File: config.mk
export PLATFORM = sky130hd
export DESIGN_NAME = capture_sequencer_flat
export DESIGN_NICKNAME = d
export VERILOG_FILES = /design/src/rtl/capture_sequencer_if.sv /design/src/rtl/capture_sequencer.sv /design/src/flat_wrapper.sv
export SDC_FILE = /design/constraint.sdc
export NUM_CORES = 1
export LEC_CHECK = 0
export BUFFER_PORTS_ARGS = -buffer_cell sky130_fd_sc_hd__buf_2
export CORE_AREA = 4 4 65 67
export CTS_CLUSTER_SIZE = 24
export DETAILED_ROUTE_END_ITERATION = 6
export DIE_AREA = 0 0 69 71
export GPL_TIMING_DRIVEN = 1
export PLACE_DENSITY_LB_ADDON = 0.1
export SLEW_MARGIN = 40
export SYNTH_ARGS = -nofsm -noshare
export SYNTH_HDL_FRONTEND = slang
export SYNTH_SLANG_ARGS = --single-unit
File: constraint.sdc
create_clock -name cpu_clk -period 4.3 [get_ports cpu_clk]
set_input_delay 0.215 -clock cpu_clk [delete_from_list [all_inputs] [get_ports cpu_clk]]
set_output_delay 0.215 -clock cpu_clk [all_outputs]
set_load 0.05 [all_outputs]
File: src/rtl/capture_sequencer_if.sv
// Handshake and status bundle between the capture sequencer and its controller.
interface capture_sequencer_if;
    logic [31:0] inst_data;
    logic        arm;
    logic        abort;
    logic        tx_busy;
    logic        tx_done;
    logic        record_valid;
    logic        capture_end;
    logic        seq_done;
    logic [7:0]  run_count;
    logic        retrig_err;
    logic [2:0]  state;

    modport master (
        output inst_data, arm, abort, tx_busy, tx_done,
        input  record_valid, capture_end, seq_done, run_count, retrig_err, state
    );

    modport slave (
        input  inst_data, arm, abort, tx_busy, tx_done,
        output record_valid, capture_end, seq_done, run_count, retrig_err, state
    );
endinterface

File: src/rtl/capture_sequencer.sv
// Instruction-triggered sensor capture sequencer: opens a record window after a trigger,
// then hands off to the UART send stage. Macro SEQ_AUTO_REARM_EN enables NUM_RUNS auto re-arm.
//
// state   | meaning
// IDLE    | waiting for arm
// ARMED   | waiting for a trigger match with the send stage idle
// COUNT   | cycle counter running, record window open inside it
// HANDOFF | window closed, waiting for tx_done
// DONE    | sequence complete, waiting for a new arm
module capture_sequencer #(
    parameter logic [31:0] INST_MATCH = 32'h0110b020,
    parameter logic [31:0] INST_MASK  = 32'hFFFFFFFF,
    parameter int unsigned WIN_START  = 1,
    parameter int unsigned WIN_LEN    = 5,
    parameter int unsigned NUM_RUNS   = 4
) (
    input logic                cpu_clk,
    input logic                rst,
    capture_sequencer_if.slave sif
);
    typedef enum logic [2:0] {
        IDLE    = 3'd0,
        ARMED   = 3'd1,
        COUNT   = 3'd2,
        HANDOFF = 3'd3,
        DONE    = 3'd4
    } state_t;

    localparam logic [7:0] WIN_S = 8'(WIN_START);
    localparam logic [7:0] WIN_E = 8'(WIN_START + WIN_LEN);

    if ((WIN_START < 1) || (WIN_START > 254) || (WIN_START + WIN_LEN > 255) ||
        (NUM_RUNS < 1) || (NUM_RUNS > 255)) begin : g_bad_cfg
        $error("capture_sequencer: parameter out of legal range");
    end

`ifdef SEQ_AUTO_REARM_EN
    localparam logic [8:0] RUNS_W = 9'(NUM_RUNS);
`endif

    state_t     state_q;
    logic [7:0] cnt;
    logic [7:0] run_count_q;
    logic       retrig_err_q;
    logic       capture_end_q;
    logic       seq_done_q;
    logic       match;

    assign match = (sif.inst_data & INST_MASK) == (INST_MATCH & INST_MASK);

    // Combinational so an asynchronous reset of state_q closes the window at once.
    assign sif.record_valid = (state_q == COUNT) && (cnt >= WIN_S) && (cnt < WIN_E);
    assign sif.capture_end  = capture_end_q;
    assign sif.seq_done     = seq_done_q;
    assign sif.run_count    = run_count_q;
    assign sif.retrig_err   = retrig_err_q;
    assign sif.state        = state_q;

    always_ff @(posedge cpu_clk or negedge rst) begin
        if (!rst) begin
            state_q       <= IDLE;
            cnt           <= 8'd0;
            run_count_q   <= 8'd0;
            retrig_err_q  <= 1'b0;
            capture_end_q <= 1'b0;
            seq_done_q    <= 1'b0;
        end else if (sif.abort) begin
            state_q       <= IDLE;
            cnt           <= 8'd0;
            capture_end_q <= 1'b0;
            seq_done_q    <= 1'b0;
        end else begin
            case (state_q)
                IDLE: begin
                    if (sif.arm) begin
                        state_q      <= ARMED;
                        run_count_q  <= 8'd0;
                        retrig_err_q <= 1'b0;
                    end
                end
                ARMED: begin
                    if (match && !sif.tx_busy) begin
                        state_q <= COUNT;
                        cnt     <= 8'd1;
                    end
                end
                COUNT: begin
                    if (match) retrig_err_q <= 1'b1;
                    if (cnt == WIN_E) begin
                        state_q       <= HANDOFF;
                        capture_end_q <= 1'b1;
                    end else begin
                        cnt <= cnt + 8'd1;
                    end
                end
                HANDOFF: begin
                    if (sif.tx_done) begin
                        run_count_q   <= (run_count_q == 8'hFF) ? 8'hFF : run_count_q + 8'd1;
                        capture_end_q <= 1'b0;
`ifdef SEQ_AUTO_REARM_EN
                        if (({1'b0, run_count_q} + 9'd1) < RUNS_W) begin
                            state_q <= ARMED;
                        end else begin
                            state_q    <= DONE;
                            seq_done_q <= 1'b1;
                        end
`else
                        state_q    <= DONE;
                        seq_done_q <= 1'b1;
`endif
                    end
                end
                DONE: begin
                    if (sif.arm) begin
                        state_q      <= ARMED;
                        seq_done_q   <= 1'b0;
                        run_count_q  <= 8'd0;
                        retrig_err_q <= 1'b0;
                    end
                end
                default: begin
                    state_q       <= IDLE;
                    cnt           <= 8'd0;
                    capture_end_q <= 1'b0;
                    seq_done_q    <= 1'b0;
                end
            endcase
        end
    end
endmodule
File: src/flat_wrapper.sv
// flat-port wrapper written by rule: the top's interface ports become plain ports
module capture_sequencer_flat 
#(
    parameter logic [31:0] INST_MATCH = 32'h0110b020,
    parameter logic [31:0] INST_MASK  = 32'hFFFFFFFF,
    parameter int unsigned WIN_START  = 1,
    parameter int unsigned WIN_LEN    = 5,
    parameter int unsigned NUM_RUNS   = 4
)
  (cpu_clk, rst, sif_inst_data, sif_arm, sif_abort, sif_tx_busy, sif_tx_done, sif_record_valid, sif_capture_end, sif_seq_done, sif_run_count, sif_retrig_err, sif_state);
  capture_sequencer_if sif_i ();
  input logic cpu_clk;
  input logic rst;
  input wire logic [$bits(sif_i.inst_data)-1:0] sif_inst_data;
  input wire logic [$bits(sif_i.arm)-1:0] sif_arm;
  input wire logic [$bits(sif_i.abort)-1:0] sif_abort;
  input wire logic [$bits(sif_i.tx_busy)-1:0] sif_tx_busy;
  input wire logic [$bits(sif_i.tx_done)-1:0] sif_tx_done;
  output wire logic [$bits(sif_i.record_valid)-1:0] sif_record_valid;
  output wire logic [$bits(sif_i.capture_end)-1:0] sif_capture_end;
  output wire logic [$bits(sif_i.seq_done)-1:0] sif_seq_done;
  output wire logic [$bits(sif_i.run_count)-1:0] sif_run_count;
  output wire logic [$bits(sif_i.retrig_err)-1:0] sif_retrig_err;
  output wire logic [$bits(sif_i.state)-1:0] sif_state;
  assign sif_i.inst_data = sif_inst_data;
  assign sif_i.arm = sif_arm;
  assign sif_i.abort = sif_abort;
  assign sif_i.tx_busy = sif_tx_busy;
  assign sif_i.tx_done = sif_tx_done;
  assign sif_record_valid = sif_i.record_valid;
  assign sif_capture_end = sif_i.capture_end;
  assign sif_seq_done = sif_i.seq_done;
  assign sif_run_count = sif_i.run_count;
  assign sif_retrig_err = sif_i.retrig_err;
  assign sif_state = sif_i.state;
  capture_sequencer #(.INST_MATCH(INST_MATCH), .INST_MASK(INST_MASK), .WIN_START(WIN_START), .WIN_LEN(WIN_LEN), .NUM_RUNS(NUM_RUNS)) u_core (.cpu_clk(cpu_clk), .rst(rst), .sif(sif_i));
endmodule
==> results.yml <==
status:
  status: "completed"
clock_tree:
  cts_tree: "done"
  htreeDepth: 1
  numCtsBuffers: 3
  clk_latency_ns: 0.26
  clockBufferDepth: 2
  post_cts_buffers: 0
  clk_pin_slew_ns: 0.08
  clkSinkCount: 22
  clockRootBuffer: "clkbuf_8"
timing:
  finClkSkew_ns: 0.00144
  hold_ws_ns: 0.247
  slew_viol_final: 0
  finalHoldViolCount: 0
  setup_viol: 0
  fmax_mhz: 462
  worst_pin_slew_ns: 0.773
  slew_headroom: 0.483
  finalCritPeriodShare: 0.504
  period_needed_ns: 2.17
  rsz0062_at_grt: "no"
  finalSetupTns_ns: 0
finish:
  fin_util: 0.486
  drive_above_1_share: 0.289
  n_antenna_cell: 0
  syn_to_final_growth_pct: 25.0
  layout_commonest_cell: "buf_2"
  layout_common_cells: "buf_2, dfrtp_1, nand2_1"
  nets: 255
detailed_routing:
  routedWlPerCell_um: 13.8
  vias: 1411
  dr.pass1.iters: 4
  vias_per_cell: 5.45
  drt_iter0_markers: 122
  routed_wl_um: 3570
  ant_nets: 0
  drc: 0
logic_synthesis:
  synth-main-ff-cell: "dfrtp_1"
  synth-edff-count: 0
  avgSynthCellArea_um2: 8.83
  synthArstFlopShare: 1.00
  synth_cell_types: 40
  syn-cell-area_mm2: 0.00141
  ys_warn_count: 0
  ys_seq_area_frac: 0.390
  synth-seq-cells: 22
  synthCells: 160
  syn-num-nets: 203
worst_hold_path:
  hp-class: "input port to flip-flop"
  hold_depth: 3
  whs_endpoint: "u_core.sif.state[0]"
  hp-start: "sif_tx_busy"
floorplanning:
  coreArea_mm2: 0.00363
  ios: 53
  die_h_um: 71
  rows: 22
  start_util: 0.389
  die_w_um: 69
  floorplan.die_area_mm2: 0.00490
pwr:
  leakagePower_nw: 0.843
  power_density_mw_per_mm2: 236
  ir_drop_mv: 0.200
worst_setup_path:
  path_delay_family: "flip-flops"
  critical_path_required_ns: 4.09
  worstPathArrival_ns: 1.95
  slowest_stage: "dfrtp_1"
  timing.rr.start: "u_core.sif.state[0]"
  critPathMaxFanout: 9
  r2r_cells: 5
  path_cells: "inv_1 > ha_1 > a22oi_1 > nand2_1 > nor4_1 > buf_2"
  worstSetupStartpointType: "flip-flop"
  r2r_slack_ns: 2.14
  cp.buffers_inverters: 2
  r2r_end: "u_core.cnt[5]"
  crit_type: "flip-flop to output pin"
  endpoint_kind: "output pin"
  cpPeakStageDelay_ns: 0.53
global_route:
  gr-total-overflow: 0
  grt_pass1_vias: 1481
  antenna_found_initial: 0
  grt_max_degree: 23
  grt_usage: 0.158
  grt_pass1_wl_um: 6530
placed_design:
  gp_congestion: 0.819
  port_buffers: 52
  hpwl_um: 2760
run:
  maxCapViolCount: 0
-- worst max-delay path by stage --
stage                        start          endpoint  cells after the start
6_report             u_core.cnt[0]  sif_record_valid                      6
5_1_grt        u_core.sif.state[0]     u_core.cnt[4]                      5
4_1_cts              u_core.cnt[0]  sif_record_valid                      6
3_5_place_dp   u_core.sif.state[0]     u_core.cnt[5]                      5
3_3_place_gp   u_core.sif.state[0]     u_core.cnt[3]                      5
2_1_floorplan  u_core.sif.state[0]  sif_record_valid                      4
-- timing repair --
action	4_1_cts	5_1_grt
hold buffers	1	0
endpoints found under the hold margin	22	0
gates resized for setup	0	0
-- report_power, final --
group,switching [mW],internal (mW),total (mW)
logic,0.0296,0.0236,0.0532
registers,0.00725,0.209,0.216
clock network,0.0655,0.0816,0.147
-- cells by family after synthesis --
kind of cell / after synthesis / share of synthesized area
flops: 22 / 0.390
buf+inv: 12 / 0.0390
mux: 2 / 0.0142
compound gates: 49 / 0.227
fa+ha+maj: 5 / 0.0443
simple gates: 70 / 0.286
-- final cells by class --
type	instances	area [um^2]
flip-flops and latches	22	551
well taps	48	60.1
repair buffers	53	270
multi-input cells	126	807
inverters	6	22.5
fillers	387	1870
clock buffers	4	55.1
-- synth_stat cells, drive strengths merged (2+ instances only) --
master | n | area (um^2)
dfrtp | 22 | 551
nand2 | 18 | 67.6
a21oi | 10 | 50.1
a31oi | 10 | 62.6
o21ai | 10 | 50.1
nor2 | 8 | 30.0
nand3 | 7 | 35.0
inv | 6 | 22.5
nor3 | 6 | 35.0
ha | 5 | 62.6
nor4 | 5 | 46.3
nor4b | 5 | 50.0
a22o | 4 | 35.0
and3 | 4 | 25.0
nand2b | 4 | 25.0
nand4 | 4 | 25.0
a41oi | 3 | 26.3
and2 | 3 | 18.8
buf | 3 | 21.3
clkbuf | 3 | 11.3
nor2b | 3 | 18.8
o31ai | 3 | 22.5
a21boi | 2 | 15.0
a21o | 2 | 15.0
mux2i | 2 | 20.0
-- metrics by stage --
step / power [mW] / worst slack [ns] / instances / instance area (um^2)
after floorplan: 0.247 / 1.52 / 160 / 1410
after global placement: 0.272 / 2.36 / 254 / 1700
after detailed placement: 0.273 / 2.20 / 254 / 1700
after CTS: 0.423 / 2.11 / 259 / 1770
after global routing: 0.440 / 1.97 / 259 / 1770
final: 0.416 / 2.13 / 259 / 1770
-- state kept, by name, indices dropped and copies added (netlist names) --
name and flops:
u_core.cnt 8, u_core.sif.capture_end 1, u_core.sif.retrig_err 1, u_core.sif.run_count 8
u_core.sif.seq_done 1, u_core.sif.state 3
-- tightest hold or removal path: stages --
cell,delay (ns)
buf_2,0.09
o31ai_1,0.08
o211ai_1,0.08
-- per-layer routing --
layer / share of wire / GRT usage / up-vias
met3: 0.048 / 0.0384 / 2
li1: - / - / 704
met5: 0 / 0 / -
met1: 0.45 / 0.209 / 663
met4: 0.0048 / 0.0260 / 0
met2: 0.50 / 0.268 / 42
(Power assumes the default switching activity.)
